--- config.mk ---
export PLATFORM = sky130hd
export DESIGN_NAME = svm_sched_flat
export DESIGN_NICKNAME = d
export VERILOG_FILES = /design/src/rtl/svm_sched_if.sv /design/src/rtl/svm_sched.sv /design/src/flat_wrapper.sv
export SDC_FILE = /design/constraint.sdc
export NUM_CORES = 1
export LEC_CHECK = 0
export CELL_PAD_IN_SITES_DETAIL_PLACEMENT = 2
export CELL_PAD_IN_SITES_GLOBAL_PLACEMENT = 2
export CORE_ASPECT_RATIO = 1.2
export CORE_MARGIN = 4
export CORE_UTILIZATION = 30
export CTS_BUF_LIST = sky130_fd_sc_hd__clkbuf_16
export CTS_CLUSTER_DIAMETER = 120
export DETAILED_ROUTE_END_ITERATION = 12
export PLACE_DENSITY_LB_ADDON = 0.1
export REMOVE_ABC_BUFFERS = 1
export SLEW_MARGIN = 20
export SYNTH_ARGS = -nofsm -noshare
export SYNTH_HDL_FRONTEND = slang
export SYNTH_SLANG_ARGS = --single-unit
--- constraint.sdc ---
create_clock -name clk -period 3.6 [get_ports clk]
set_clock_uncertainty 0.1 [all_clocks]
set_input_delay 0.36 -clock clk [delete_from_list [all_inputs] [get_ports clk]]
set_output_delay 0.36 -clock clk [all_outputs]
set_load 0.01 [all_outputs]
--- src/rtl/svm_sched_if.sv ---
// Sample/command bus for svm_sched: upstream FIFO write port plus the
// modulator issue/complete handshake. slave = scheduler side, master = peer side.
interface svm_sched_if #(
  parameter int D_WIDTH = 16
);
  logic                      s_valid;
  logic                      s_ready;
  logic signed [D_WIDTH-1:0] s_vA;
  logic signed [D_WIDTH-1:0] s_vB;
  logic signed [D_WIDTH-1:0] s_vC;
  logic signed [D_WIDTH-1:0] svm_vA;
  logic signed [D_WIDTH-1:0] svm_vB;
  logic signed [D_WIDTH-1:0] svm_vC;
  logic        [D_WIDTH-1:0] svm_top;
  logic                      svm_in_valid;
  logic                      svm_out_valid;

  modport slave (
    input  s_valid, s_vA, s_vB, s_vC, svm_out_valid,
    output s_ready, svm_vA, svm_vB, svm_vC, svm_top, svm_in_valid
  );

  modport master (
    output s_valid, s_vA, s_vB, s_vC, svm_out_valid,
    input  s_ready, svm_vA, svm_vB, svm_vC, svm_top, svm_in_valid
  );
endinterface

--- src/rtl/svm_sched.sv ---
// Per-period command sequencer for the space-vector modulator: FIFO-buffered
// samples, one issue per period, hold-last on underrun. Optional macro: SVM_SCHED_UNDERRUN_CNT_EN.
module svm_sched #(
  parameter int D_WIDTH = 16,
  parameter int DEPTH   = 4
) (
  input  logic               clk,
  input  logic               rstb,
  input  logic               enable,
  input  logic [D_WIDTH-1:0] cfg_top,
  input  logic               cfg_top_wr,
  svm_sched_if.slave         bus,
  output logic               busy,
  output logic               underrun,
  output logic [7:0]         underrun_cnt
);

  localparam int AW = $clog2(DEPTH);
  localparam int CW = AW + 1;
  localparam logic [D_WIDTH-1:0] TOP_RST = D_WIDTH'(16'h0400);

  typedef enum logic [1:0] {IDLE, ISSUE, RUN} state_t;

  state_t                    r_state;
  state_t                    w_next;
  logic signed [D_WIDTH-1:0] r_mem_a [DEPTH];
  logic signed [D_WIDTH-1:0] r_mem_b [DEPTH];
  logic signed [D_WIDTH-1:0] r_mem_c [DEPTH];
  logic [AW-1:0]             r_wptr;
  logic [AW-1:0]             r_rptr;
  logic [CW-1:0]             r_count;
  logic [D_WIDTH-1:0]        r_shadow;
  logic                      r_have_last;
  logic                      w_push;
  logic                      w_pop;
  logic                      w_repeat;
  logic                      w_issue;

  // s_ready comes straight from the registered count, so a pop in a full cycle cannot make room for a push.
  assign bus.s_ready = (r_count < CW'(DEPTH));
  assign w_push      = bus.s_valid & bus.s_ready;
  assign w_issue     = w_pop | w_repeat;

  always_ff @(posedge clk) begin
    if (!rstb) r_state <= IDLE;
    else       r_state <= w_next;
  end

  always_comb begin
    w_next   = r_state;
    w_pop    = 1'b0;
    w_repeat = 1'b0;
    case (r_state)
      IDLE: begin
        if (enable && (r_count != '0)) begin
          w_pop  = 1'b1;
          w_next = ISSUE;
        end else if (enable && r_have_last) begin
          w_repeat = 1'b1;
          w_next   = ISSUE;
        end
      end
      ISSUE:   w_next = RUN;
      RUN:     if (bus.svm_out_valid) w_next = IDLE;
      default: w_next = IDLE;
    endcase
  end

  always_ff @(posedge clk) begin
    if (w_push) begin
      r_mem_a[r_wptr] <= bus.s_vA;
      r_mem_b[r_wptr] <= bus.s_vB;
      r_mem_c[r_wptr] <= bus.s_vC;
    end
  end

  always_ff @(posedge clk) begin
    if (!rstb) begin
      r_wptr  <= '0;
      r_rptr  <= '0;
      r_count <= '0;
    end else begin
      if (w_push) r_wptr <= r_wptr + AW'(1);
      if (w_pop)  r_rptr <= r_rptr + AW'(1);
      case ({w_push, w_pop})
        2'b10:   r_count <= r_count + CW'(1);
        2'b01:   r_count <= r_count - CW'(1);
        default: r_count <= r_count;
      endcase
    end
  end

  // Issue stage: command registers change only on an issue and are held for the whole period.
  always_ff @(posedge clk) begin
    if (!rstb) begin
      bus.svm_vA       <= '0;
      bus.svm_vB       <= '0;
      bus.svm_vC       <= '0;
      bus.svm_top      <= TOP_RST;
      bus.svm_in_valid <= 1'b0;
      busy             <= 1'b0;
      underrun         <= 1'b0;
      r_have_last      <= 1'b0;
      r_shadow         <= TOP_RST;
    end else begin
      bus.svm_in_valid <= w_issue;
      underrun         <= w_repeat;
      busy             <= (w_next != IDLE);
      if (w_pop) begin
        bus.svm_vA <= r_mem_a[r_rptr];
        bus.svm_vB <= r_mem_b[r_rptr];
        bus.svm_vC <= r_mem_c[r_rptr];
      end
      if (w_issue) begin
        bus.svm_top <= r_shadow;
        r_have_last <= 1'b1;
      end
      if (cfg_top_wr) r_shadow <= cfg_top;
    end
  end

`ifdef SVM_SCHED_UNDERRUN_CNT_EN
  logic [7:0] r_ucnt;

  function automatic logic [7:0] sat_inc8(input logic [7:0] v);
    return (v == 8'hFF) ? v : v + 8'd1;
  endfunction

  always_ff @(posedge clk) begin
    if (!rstb)         r_ucnt <= 8'd0;
    else if (w_repeat) r_ucnt <= sat_inc8(r_ucnt);
  end

  assign underrun_cnt = r_ucnt;
`else
  assign underrun_cnt = 8'd0;
`endif

endmodule

--- src/flat_wrapper.sv ---
// flat-port wrapper written by rule: the top's interface ports become plain ports
module svm_sched_flat 
#(
  parameter int D_WIDTH = 16,
  parameter int DEPTH   = 4
)
  (clk, rstb, enable, cfg_top, cfg_top_wr, busy, underrun, underrun_cnt, bus_s_valid, bus_s_vA, bus_s_vB, bus_s_vC, bus_svm_out_valid, bus_s_ready, bus_svm_vA, bus_svm_vB, bus_svm_vC, bus_svm_top, bus_svm_in_valid);
  svm_sched_if #(.D_WIDTH(D_WIDTH)) bus_i ();
  input  logic clk;
  input  logic rstb;
  input  logic enable;
  input  logic [D_WIDTH-1:0] cfg_top;
  input  logic cfg_top_wr;
  output logic busy;
  output logic underrun;
  output logic [7:0] underrun_cnt;
  input wire logic [$bits(bus_i.s_valid)-1:0] bus_s_valid;
  input wire logic [$bits(bus_i.s_vA)-1:0] bus_s_vA;
  input wire logic [$bits(bus_i.s_vB)-1:0] bus_s_vB;
  input wire logic [$bits(bus_i.s_vC)-1:0] bus_s_vC;
  input wire logic [$bits(bus_i.svm_out_valid)-1:0] bus_svm_out_valid;
  output wire logic [$bits(bus_i.s_ready)-1:0] bus_s_ready;
  output wire logic [$bits(bus_i.svm_vA)-1:0] bus_svm_vA;
  output wire logic [$bits(bus_i.svm_vB)-1:0] bus_svm_vB;
  output wire logic [$bits(bus_i.svm_vC)-1:0] bus_svm_vC;
  output wire logic [$bits(bus_i.svm_top)-1:0] bus_svm_top;
  output wire logic [$bits(bus_i.svm_in_valid)-1:0] bus_svm_in_valid;
  assign bus_i.s_valid = bus_s_valid;
  assign bus_i.s_vA = bus_s_vA;
  assign bus_i.s_vB = bus_s_vB;
  assign bus_i.s_vC = bus_s_vC;
  assign bus_i.svm_out_valid = bus_svm_out_valid;
  assign bus_s_ready = bus_i.s_ready;
  assign bus_svm_vA = bus_i.svm_vA;
  assign bus_svm_vB = bus_i.svm_vB;
  assign bus_svm_vC = bus_i.svm_vC;
  assign bus_svm_top = bus_i.svm_top;
  assign bus_svm_in_valid = bus_i.svm_in_valid;
  svm_sched #(.D_WIDTH(D_WIDTH), .DEPTH(DEPTH)) u_core (.clk(clk), .rstb(rstb), .enable(enable), .cfg_top(cfg_top), .cfg_top_wr(cfg_top_wr), .bus(bus_i), .busy(busy), .underrun(underrun), .underrun_cnt(underrun_cnt));
endmodule
==> summary.txt, run 1 <==
Outcome
  • Status: completed

Timing
  • Least-Margin Pin Slew: 1.041 ns
  • Max Slew Vio Count: 0
  • Period utilization: 66.87%
  • Final hold vios: 0
  • Fin crit period: 2.407 ns
  • Min Hold Slack: 0.03789 ns
  • RSZ-0062 raised after global routing: false
  • Max Clk Rate: 0.4154 GHz
  • Max_slew headroom: 30.37%
  • Final setup fails: 0

Die
  • # IOs: 146
  • Core Box Area: 34170 sq um
  • Initial core utilization: 30.46%
  • Cell Rows: 74
  • Die area: 37750 sq um
  • Die outline width: 178.0 um
  • Die H: 212.0 um

Synthesis
  • Synthesis warning total: 0
  • Synthesized cell area: 10410 sq um
  • Number of synthesized flops with an enable pin: 192
  • Seq cells post-synth: 285
  • Top FF cell, synth: edfxtp_1
  • Ys async rst share: 0%
  • Top post-synthesis cells by area: edfxtp_1 55%, dfxtp_1 18%, mux4_2 10%, o2bb2ai_1 4.0%, mux2i_1 3.1%
  • Yosys cell types: 35
  • Area share of the leading cell type in the synthesized netlist: 55.40%
  • Sequential cell area fraction in the yosys report: 73.29%
  • Synth top cells by count: 192 x edfxtp_1, 93 x dfxtp_1, 80 x nand2_1, 48 x mux4_2, 48 x o2bb2ai_1
  • Top-count cell post-synth: edfxtp_1
  • Leading area contributor after synthesis: edfxtp_1
  • Mapped Avg Cell Area: 17.06 sq um
  • Cells after synthesis: 610

Route
  • Vias/cell: 4.568
  • Initial DRC count: 199
  • Routed len/inst: 20.35 um
  • Drc violations: 0
  • Remaining antenna violation count: 0
  • Vias: 5587
  • First-pass DRT Iterations: 4
  • Total wire length: 24890 um

Placement
  • Port Buffers: 137
  • Post-DP HPWL: 14930 um
  • Placer Congestion: 0.6919
  • DP Cell Count: 1168

Power and ir drop
  • P per Cell Area: 690.6 nW/um^2
  • LEAKAGE: 4.262 nW
  • Tot Pwr: 9.074 mW
  • Max IR drop VDD: 0.3230 mV

Setup path
  • Crit-path cells: or3b_4, nor2_4, ha_1, inv_1, fa_1, xor2_1, or3_1, a21oi_1
  • Crit path largest cell delay: 0.50 ns
  • Register-to-register setup slack: 1.19 ns
  • Required @ worst endpoint: 3.96 ns
  • CP startpoint kind: register
  • Critical Path AT: 2.77 ns
  • Delay-heaviest family, CP: simple AND/OR/NAND/NOR gates
  • Crit path kind: register to register
  • Crit path capture type: register
  • Crit Path Max Fanout: 12
  • Slowest-stage cell, CP: or3b_4
  • WP buf/inv: 1

CTS
  • CTS tree: yes
  • Clock H-tree levels: 1
  • Post-CTS Hold Buffers: 0
  • Num CTS Buffers: 30
  • Gates resized, CTS repair: 0
  • Post-CTS setup buffer count: 0
  • Clk sink count: 285
  • Reg clk slew, reported paths: 0.06 ns
  • CTS root buf: clkbuf_16
  • Clk buf depth: 3
  • Clk_lat worst skew: 0.54 ns

Global route
  • Grt ovf: 0
  • Global-route wire length before repair: 39110 um
  • GRT Total Usage: 13.36%
  • Pin count of the biggest net entering global routing: 75
  • Initial antenna violation count: 2
  • Vias in the first global route: 6569

Worst hold path
  • Hold/Removal Path Class: input port to register

Layout
  • Final non-filler cell total: 1223
  • Filler Cell Count: 3331
  • Final net count: 820
  • Finished Core Util: 38.46%
  • Area growth syn-to-layout: 26.24%
  • Share of cells above drive strength 1: 14.47%
  • N_diodes: 0
  • Register area: 7635 sq um
  • Area of the multi-input gates: 2566 sq um

Run
  • Max cap viols: 0
-- cell usage in the layout, fill, tap and decap left out, types with 2 or more instances in the layout --
cell type and instances:
clkinv_2 9, and2_4 4, o2bb2ai_1 48, nand2_1 80, inv_1 14, ha_1 5, nor3_1 3, or3_1 2
dfxtp_1 91, clkinv_1 5, mux4_2 48, clkdlybuf4s50_1 136, dfxtp_4 2, nor2_4 2, nor2_1 22, xor2_1 2
buf_4 4, a21oi_1 4, mux2i_1 32, clkinvlp_4 4, o21ai_0 3, clkbuf_16 31, edfxtp_1 192, conb_1 8
-- final cells by class --
| class | instances | share of cell area, % |
|---|---|---|
| Sequential cell | 285 | 58.11 |
| Timing Repair Buffer | 141 | 10.74 |
| Clock buffer | 31 | 5.904 |
| Tap cell | 456 | 4.342 |
| Clock inverter | 24 | 1.086 |
| Inverter | 10 | 0.2857 |
| Multi-Input combinational cell | 276 | 19.53 |
-- per-stage QoR --
step | area (sq um) | TNS (ns) | setup slack [ns]
6_report | 13140 | 0 | 1.193
5_1_grt | 13140 | 0 | 1.101
4_1_cts | 13140 | 0 | 1.175
3_5_place_dp | 12220 | 0 | 0.7039
3_3_place_gp | 12220 | 0 | 0.7789
2_1_floorplan | 10210 | -0.5233 | -0.3742
-- worst paths after layout --
path	from	end	cells after the start
max	u_core.r_state[1]$_SDFF_PN0_	u_core.r_count[2]$_SDFFE_PN0P_	8
min	rstb	u_core.bus.svm_top[7]$_SDFFE_PN0P_	3
max reg2reg	u_core.r_state[1]$_SDFF_PN0_	u_core.r_count[2]$_SDFFE_PN0P_	8
min reg2reg	u_core.bus.svm_top[7]$_SDFFE_PN0P_	u_core.bus.svm_top[7]$_SDFFE_PN0P_	2
-- kinds of logic (layout without fill, tap and decap cells) --
logic type / Yosys count / count (layout) / synth area share [%]
compound gates: 60 / 60 / 4.749
flops: 285 / 285 / 73.29
xor+xnor: 3 / 3 / 0.2525
simple gates: 119 / 119 / 4.881
mux: 80 / 80 / 13.46
other cells: 1 / 8 / 0.03603
buf+inv: 56 / 206 / 2.537
fa+ha+maj: 6 / 6 / 0.7935
-- flip-flops by register name, summed over array words and instances, names as in the netlist --
name                     flops
u_core.bus.svm_in_valid      1
u_core.r_have_last           1
u_core.bus.svm_vB           16
u_core.bus.svm_top          16
u_core.r_count               3
u_core.r_rptr                2
u_core.bus.svm_vC           16
u_core.busy                  1
u_core.underrun              1
u_core.bus.svm_vA           16
u_core.r_wptr                2
u_core.r_state               2
u_core.r_mem_c              64
u_core.r_mem_a              64
u_core.r_shadow             16
u_core.r_mem_b              64
-- layer usage --
metal  up-vias  wire length [um]  track usage (%)
met5         -                34                0
met4         4               421            3.015
met3        36              1113            2.614
met2       130             13040            24.47
met1      2838             10290            16.25
li1       2579                 -                -
-- where the power goes --
part | internal (mW) | switching (mW) | total (mW)
logic | 0.978 | 0.954 | 1.93
registers | 4.00 | 0.276 | 4.28
clock network | 1.62 | 1.24 | 2.86
total | 6.60 | 2.47 | 9.07
-- tightest hold or removal path: cells and delay by family --
kind | cells | cell delay [ns]
buf+inv | 1 | 0.15
mux | 1 | 0.05
simple gates | 1 | 0.07
No activity file was read; power rests on OpenSTA's default activity.
==> inputs of run 2 (changes only) <==
Clock period 3.6 ns to 2.4 ns, I/O delays scaled along.
==> run 2 against run 1 <==
  * Register-to-register slack worse by 1.1 ns
  * Count of clock-buffer cells in the layout is 1 higher
  * Clock power rose by 47%
  * Largest power group unchanged
  * Hold slack improved by 0.17 ns
  * Power increased by 52%
  * Final cell count up 1.9%
==> summary.txt, run 2 (synthesized netlist as in run 1, its figures left out) <==
Outcome
  • Status: completed

Layout
  • Filler Cell Count: 3252 (-2.4%)
  • Final net count: 843 (+2.8%)
  • Area growth syn-to-layout: 29.50%
  • Largest regs: u_core.r_mem_a x64, u_core.r_mem_b x64, u_core.r_mem_c x64
  • Share of cells above drive strength 1: 16.08% (+1.6 points)
  • N_diodes: 0 (unchanged)
  • Most common cell after layout, fill and taps aside: edfxtp_1
  • Most frequent cells in the layout: 192 x edfxtp_1, 136 x clkdlybuf4s50_1, 91 x dfxtp_1, 80 x nand2_1

Timing
  • Max_slew headroom: 42.92% (+13 points)
  • Max Slew Vio Count: 0 (unchanged)
  • Period utilization: 95.22% (+28 points)
  • Max Clk Rate: 0.4376 GHz (+5.3%)
  • Least-Margin Pin Slew: 0.8562 ns (-0.1849 ns)
  • Setup ws final: 0.1148 ns (-1.078 ns)
  • Min Hold Slack: 0.2087 ns (+0.1708 ns)
  • RSZ-0062 raised after global routing: false
  • Final hold vios: 0 (unchanged)
  • Final setup fails: 0 (unchanged)
  • Fin crit period: 2.285 ns (-0.1220 ns)

CTS
  • Clk_lat worst skew: 0.55 ns (about the same)
  • Post-CTS setup buffer count: 0 (unchanged)
  • CTS root buf: clkbuf_16
  • Gates resized, CTS repair: 0 (unchanged)
  • Clk sink count: 285 (unchanged)
  • Post-CTS Hold Buffers: 1 (+1)
  • Clock H-tree levels: 1 (unchanged)
  • Clk buf depth: 3 (unchanged)
  • CTS tree: yes
  • Reg clk slew, reported paths: 0.06 ns (about the same)
  • Num CTS Buffers: 30 (unchanged)

Placement
  • Place WS: -0.2932 ns (-0.9971 ns)
  • Placer Congestion: 0.7037 (+1.7%)
  • Post-DP HPWL: 16430 um (+10%)
  • Port Buffers: 137 (unchanged)

Die
  • Initial core utilization: 30.46% (unchanged)
  • Core Box Area: 34170 sq um (unchanged)
  • # IOs: 146 (unchanged)
  • Die area: 37750 sq um (unchanged)
  • Die H: 212.0 um (unchanged)
  • Cell Rows: 74 (unchanged)
  • Die outline width: 178.0 um (unchanged)

Route
  • Initial DRC count: 291 (+46%)
  • Vias: 5769 (+3.3%)
  • First-pass DRT Iterations: 4 (unchanged)
  • Total wire length: 26150 um (+5.1%)
  • M1 WL: 10790 um (+4.9%)
  • Top layer in use: met4
  • Remaining antenna violation count: 0 (unchanged)
  • Metal2 WL: 13670 um (+4.9%)
  • DR WL met3: 1222 um (+9.8%)
  • Routed len/inst: 20.99 um (+3.1%)
  • Vias/cell: 4.630 (+1.4%)
  • Drc violations: 0 (unchanged)

Run
  • Max cap viols: 0 (unchanged)

Power and ir drop
  • Clock power share: 30.4% (-1.1 points)
  • Net Sw Frac: 27.16% (-0.054 points)
  • P per Cell Area: 1023 nW/um^2 (+48%)
  • Gate power share: 22.9% (+1.6 points)
  • LEAKAGE: 4.462 nW (+4.7%)
  • Max IR drop VDD: 0.5918 mV (+83%)
  • Internal power: 10.04 mW (+52%)
  • Sw Pwr: 3.745 mW (+52%)
  • Share of power burned in registers: 46.7% (-0.5 points)

Setup path
  • Crit path kind: register to register
  • CP startpoint kind: register
  • Crit path capture type: register
  • Required @ worst endpoint: 2.79 ns (-1.17 ns)
  • Crit Path Max Fanout: 2 (-10)
  • Critical Path AT: 2.67 ns (-0.10 ns)

Global route
  • Global-route wire length before repair: 40740 um (+4.2%)
  • Pin count of the biggest net entering global routing: 82 (+9.3%)
  • Grt ovf: 0 (unchanged)
  • Vias in the first global route: 6809 (+3.7%)
  • Initial antenna violation count: 0 (-2)
  • GRT Total Usage: 14.01% (+0.65 points)

Worst hold path
  • Hold/Removal Path Class: input port to register
## run 2: changes by cell type in the layout (fill, tap and decap cells not counted), moves of 3 or more
cell | before | now
inv_1 | 14 | 23
buf_12 | 1 | 16
buf_4 | 4 | 11
clkinv_1 | 5 | 2
clkinvlp_4 | 4 | 0
clkinv_2 | 9 | 6
## run 2: power groups by stage
stage / logic [mW] / clock network, mW / registers (mW)
floorplan: 1.42 / 0 / 6.63
global placement: 3.15 / 0 / 6.53
global route: 3.43 / 4.58 / 6.54
detailed placement: 3.26 / 0 / 6.58
finish: 3.15 / 4.19 / 6.44
CTS: 3.27 / 4.37 / 6.48
## run 2: critical path, stage by stage (launching register included)
cell,delay [ns]
dfxtp_1,0.32
or3b_4,0.42
nor2_4,0.13
ha_1,0.18
inv_1,0.06
fa_1,0.39
xor2_1,0.17
or3_1,0.31
a21oi_1,0.13
## run 2: worst paths after layout
kind / from / to / slack, ns / cells after the start
hold reg to reg: u_core.r_shadow[13]$_SDFFE_PN0P_ / u_core.bus.svm_top[13]$_SDFFE_PN0P_ / 0.35 / 2
setup reg to reg: u_core.r_state[1]$_SDFF_PN0_ / u_core.r_count[2]$_SDFFE_PN0P_ / 0.11 / 8
setup / recovery: u_core.r_state[1]$_SDFF_PN0_ / u_core.r_count[2]$_SDFFE_PN0P_ / 0.11 / 8
hold / removal: cfg_top[10] / u_core.r_shadow[10]$_SDFFE_PN1P_ / 0.21 / 3
## run 2: metal layers
layer  GRT usage, %  vias up
met5              0        -
met4          3.042        0
met3          2.632       35
met2          25.55      132
met1          17.27     2976
li1               -     2626
## run 2: final cells by class
type,instances,area (sq um),share of cell area [%]
flip-flops and latches,285,7635,56.65
multi-input cells,276,2566,19.04
clock inverters,23,93.84,0.6963
well taps,456,570.5,4.233
repair buffers,164,1774,13.16
clock buffers,32,800.8,5.941
inverters,10,37.54,0.2785
## run 2: through the flow
stage	setup TNS (ns)	power (mW)	utilization (%)	cells	instance area, sq um
global route	0	14.54	39.45	1246	13480
detailed placement	-0.4096	9.833	36.80	1190	12570
finish	0	13.79	39.45	1246	13480
floorplan	-43.18	8.049	-	571	10210
CTS	0	14.11	39.45	1246	13480
global placement	-0.1890	9.672	36.80	1190	12570
==> inputs of run 3 (changes only) <==
Settings changed: ABC_AREA set to 1.
==> run 3 against run 2 <==
  * Clock power increased by 5.7%
  * Fmax increased by 17%
  * Routed wire length increased by 17%
  * Power increased by 12%
  * Hold slack got worse by 0.19 ns
  * Largest cell class unchanged
==> summary.txt, run 3 <==
Outcome
  • Status: completed

Route
  • Vias/cell: 4.624 (-0.13%)
  • Total wire length: 30530 um (+17%)
  • Initial DRC count: 342 (+18%)
  • First-pass DRT Iterations: 6 (+2)
  • Remaining antenna violation count: 0 (unchanged)
  • Drc violations: 0 (unchanged)
  • Routed len/inst: 17.37 um (-17%)
  • Vias: 8124 (+41%)

Global route
  • GRT Total Usage: 14.99% (+0.97 points)
  • Vias in the first global route: 8875 (+30%)
  • Initial antenna violation count: 2 (+2)
  • Global-route wire length before repair: 48140 um (+18%)
  • Pin count of the biggest net entering global routing: 131 (+60%)
  • Grt ovf: 0 (unchanged)

CTS
  • Clock H-tree levels: 1 (unchanged)
  • Reg clk slew, reported paths: 0.06 ns (about the same)
  • Gates resized, CTS repair: 0 (unchanged)
  • Post-CTS Hold Buffers: 0 (-1)
  • CTS tree: yes
  • Clk buf depth: 3 (unchanged)
  • Clk_lat worst skew: 0.56 ns (about the same)
  • CTS root buf: clkbuf_16
  • Clk sink count: 285 (unchanged)
  • Num CTS Buffers: 30 (unchanged)
  • Post-CTS setup buffer count: 0 (unchanged)

Placement
  • Port Buffers: 137 (unchanged)
  • Post-DP HPWL: 18150 um (+10%)
  • Post-DP Area: 13140 sq um (+4.5%)
  • Placer Congestion: 0.6614 (-6.0%)
  • Place WS: 0.06723 ns (+0.3605 ns)
  • DP Cell Count: 1699 (+43%)

Worst hold path
  • Hold Crit Depth: 3 (unchanged)
  • Hold/Removal Path Class: input port to register
  • Worst Hold End: u_core.bus.svm_vA[3]$_SDFFE_PN0P_
  • Min-delay src: rstb

Layout
  • Final net count: 1333 (+58%)
  • Final non-filler cell total: 1757 (+41%)
  • Filler Cell Count: 4018 (+24%)
  • Final instance area: 14080 sq um (+4.4%)
  • Share of cells above drive strength 1: 6.557% (-9.5 points)
  • Most frequent cells in the layout: 318 x nand2_1, 193 x nor2_1, 192 x edfxtp_1, 136 x clkdlybuf4s50_1, 91 x dfxtp_1
  • Area growth syn-to-layout: 25.42%
  • Largest regs: u_core.r_mem_a x64, u_core.r_mem_b x64, u_core.r_mem_c x64
  • Most common cell after layout, fill and taps aside: nand2_1

Synthesis
  • Number of synthesized flops with an enable pin: 192 (unchanged)
  • Synthesized cell area: 11220 sq um (+7.9%)
  • Mux contribution to synthesized area: 0% (-13 points)
  • Synth top cells by count: 318 x nand2_1, 197 x nor2_1, 192 x edfxtp_1, 93 x dfxtp_1, 88 x o21ai_0
  • Largest family of logic cells by synthesized area: simple AND/OR/NAND/NOR gates
  • Mapped Avg Cell Area: 9.968 sq um (-42%)
  • Post-Synth Simple-Gate Area: 18.47% (+14 points)
  • Synthesis warning total: 0 (unchanged)
  • Synthesized-area fraction occupied by adder cells: 0.7357% (-0.058 points)
  • Seq cells post-synth: 285 (unchanged)
  • Cells after synthesis: 1126 (+85%)
  • Top post-synthesis cells by area: edfxtp_1 51%, dfxtp_1 17%, nand2_1 11%, nor2_1 6.6%, o21ai_0 3.9%
  • Post-synthesis compound-gate area fraction: 6.198% (+1.4 points)
  • Sequential cell area fraction in the yosys report: 67.95% (-5.3 points)
  • Top-count cell post-synth: nand2_1
  • Area share of the leading cell type in the synthesized netlist: 51.37% (-4.0 points)
  • Yosys cell types: 26 (-26%)
  • Top FF cell, synth: edfxtp_1
  • Leading area contributor after synthesis: edfxtp_1
  • XOR/XNOR Fraction of Synth Area: 0% (-0.25 points)
  • Ys async rst share: 0% (unchanged)

Timing
  • Least-Margin Pin Slew: 0.6423 ns (-0.2139 ns)
  • Final hold vios: 0 (unchanged)
  • Max Clk Rate: 0.5107 GHz (+17%)
  • Final setup fails: 0 (unchanged)
  • Max_slew headroom: 57.18% (+14 points)
  • Max Slew Vio Count: 0 (unchanged)
  • Fin crit period: 1.958 ns (-0.3272 ns)
  • RSZ-0062 raised after global routing: false
  • Period utilization: 81.59% (-14 points)
  • Setup ws final: 0.4419 ns (+0.3272 ns)

Die
  • Die H: 219.9 um (+3.7%)
  • Die outline width: 184.6 um (+3.7%)
  • Cell Rows: 77 (+4.1%)
  • # IOs: 146 (unchanged)
  • Initial core utilization: 30.42% (-0.043 points)
  • Core Box Area: 36900 sq um (+8.0%)
  • Die area: 40590 sq um (+7.5%)

Power and ir drop
  • P per Cell Area: 1101 nW/um^2 (+7.7%)
  • Tot Pwr: 15.51 mW (+12%)
  • LEAKAGE: 5.516 nW (+24%)
  • Max IR drop VDD: 0.6082 mV (+2.8%)

Setup path
  • Crit Path Max Fanout: 3 (+1)
  • Register-to-register setup slack: 0.44 ns (+0.33 ns)
  • Reg2Reg Launch Point: u_core.r_state[0]$_SDFF_PN0_
  • Worst R2R Path Depth: 12 (+4)
  • R2r endpoint: u_core.r_count[2]$_SDFFE_PN0P_
  • CP startpoint kind: register
  • Critical Path AT: 2.31 ns (-0.36 ns)
  • Crit path capture type: register
  • Required @ worst endpoint: 2.75 ns (-0.04 ns)
  • Crit path kind: register to register

Run
  • Max cap viols: 0 (unchanged)
run 3: per-layer routing:
metal | track usage, % | wire length (um) | vias up
met5 | 0 | 20 | -
li1 | - | - | 3877
met3 | 2.179 | 1302 | 42
met1 | 18.46 | 13130 | 4057
met2 | 27.14 | 15480 | 146
met4 | 4.413 | 589 | 2
run 3: critical path, cell delays in order, from the launching register on:
cell	delay (ns)
dfxtp_1	0.32
inv_2	0.06
nand2_2	0.06
nor2_2	0.14
nand2_4	0.07
inv_1	0.08
ha_1	0.14
inv_1	0.06
fa_1	0.38
a21oi_1	0.15
o21ai_0	0.12
nor2_1	0.11
nor2_1	0.05
run 3: power breakdown:
| part | leakage, nW | internal, mW | total, mW | switching [mW] |
|---|---|---|---|---|
| clock | 0.494 | 2.53 | 4.43 | 1.90 |
| combinational | 2.49 | 1.86 | 4.56 | 2.70 |
| sequential | 2.53 | 6.12 | 6.52 | 0.394 |
| total | 5.52 | 10.5 | 15.5 | 5.00 |
run 3: layout make-up:
type | instances | area (sq um) | area share (%)
clock buffer | 31 | 775.7 | 5.511
clock inverter | 25 | 155.1 | 1.102
sequential | 285 | 7635 | 54.23
tap | 474 | 593.1 | 4.213
timing repair buffer | 161 | 1674 | 11.89
multi-input combinational | 694 | 2917 | 20.72
inverter | 85 | 322.8 | 2.293
antenna | 2 | 5.005 | 0.03555
run 3: kinds of logic (layout without fill, tap and decap cells):
kind of cell    count (synthesis)  count (layout)
buf+inv                       154             302
compound gates                139             139
simple gates                  541             541
fa+ha+maj                       6               6
flops                         285             285
other cells                     1              10
run 3: metrics by stage:
step / util (%) / setup TNS (ns) / hold WS (ns)
3_3_place_gp: 35.61 / 0 / 0.3388
4_1_cts: 38.14 / 0 / 0.0007144
2_1_floorplan: - / -180.36 / 0.2241
6_report: 38.15 / 0 / 0.01568
3_5_place_dp: 35.61 / 0 / 0.3506
5_1_grt: 38.14 / 0 / 0.01787
run 3: how the worst max path moves through the flow:
stage / start / depth (start not counted) / to / slack (ns)
after detailed placement: enable / 12 / u_core.r_count[2]$_SDFFE_PN0P_ / 0.07
after floorplan: u_core.r_count[2]$_SDFFE_PN0P_ / 3 / u_core.r_mem_a[0][0]$_DFFE_PP_ / -0.75
after global routing: u_core.r_state[0]$_SDFF_PN0_ / 13 / u_core.r_count[2]$_SDFFE_PN0P_ / 0.24
after global placement: enable / 12 / u_core.r_count[2]$_SDFFE_PN0P_ / 0.07
final: u_core.r_state[0]$_SDFF_PN0_ / 12 / u_core.r_count[2]$_SDFFE_PN0P_ / 0.44
after CTS: u_core.r_state[0]$_SDFF_PN0_ / 12 / u_core.r_count[2]$_SDFFE_PN0P_ / 0.41
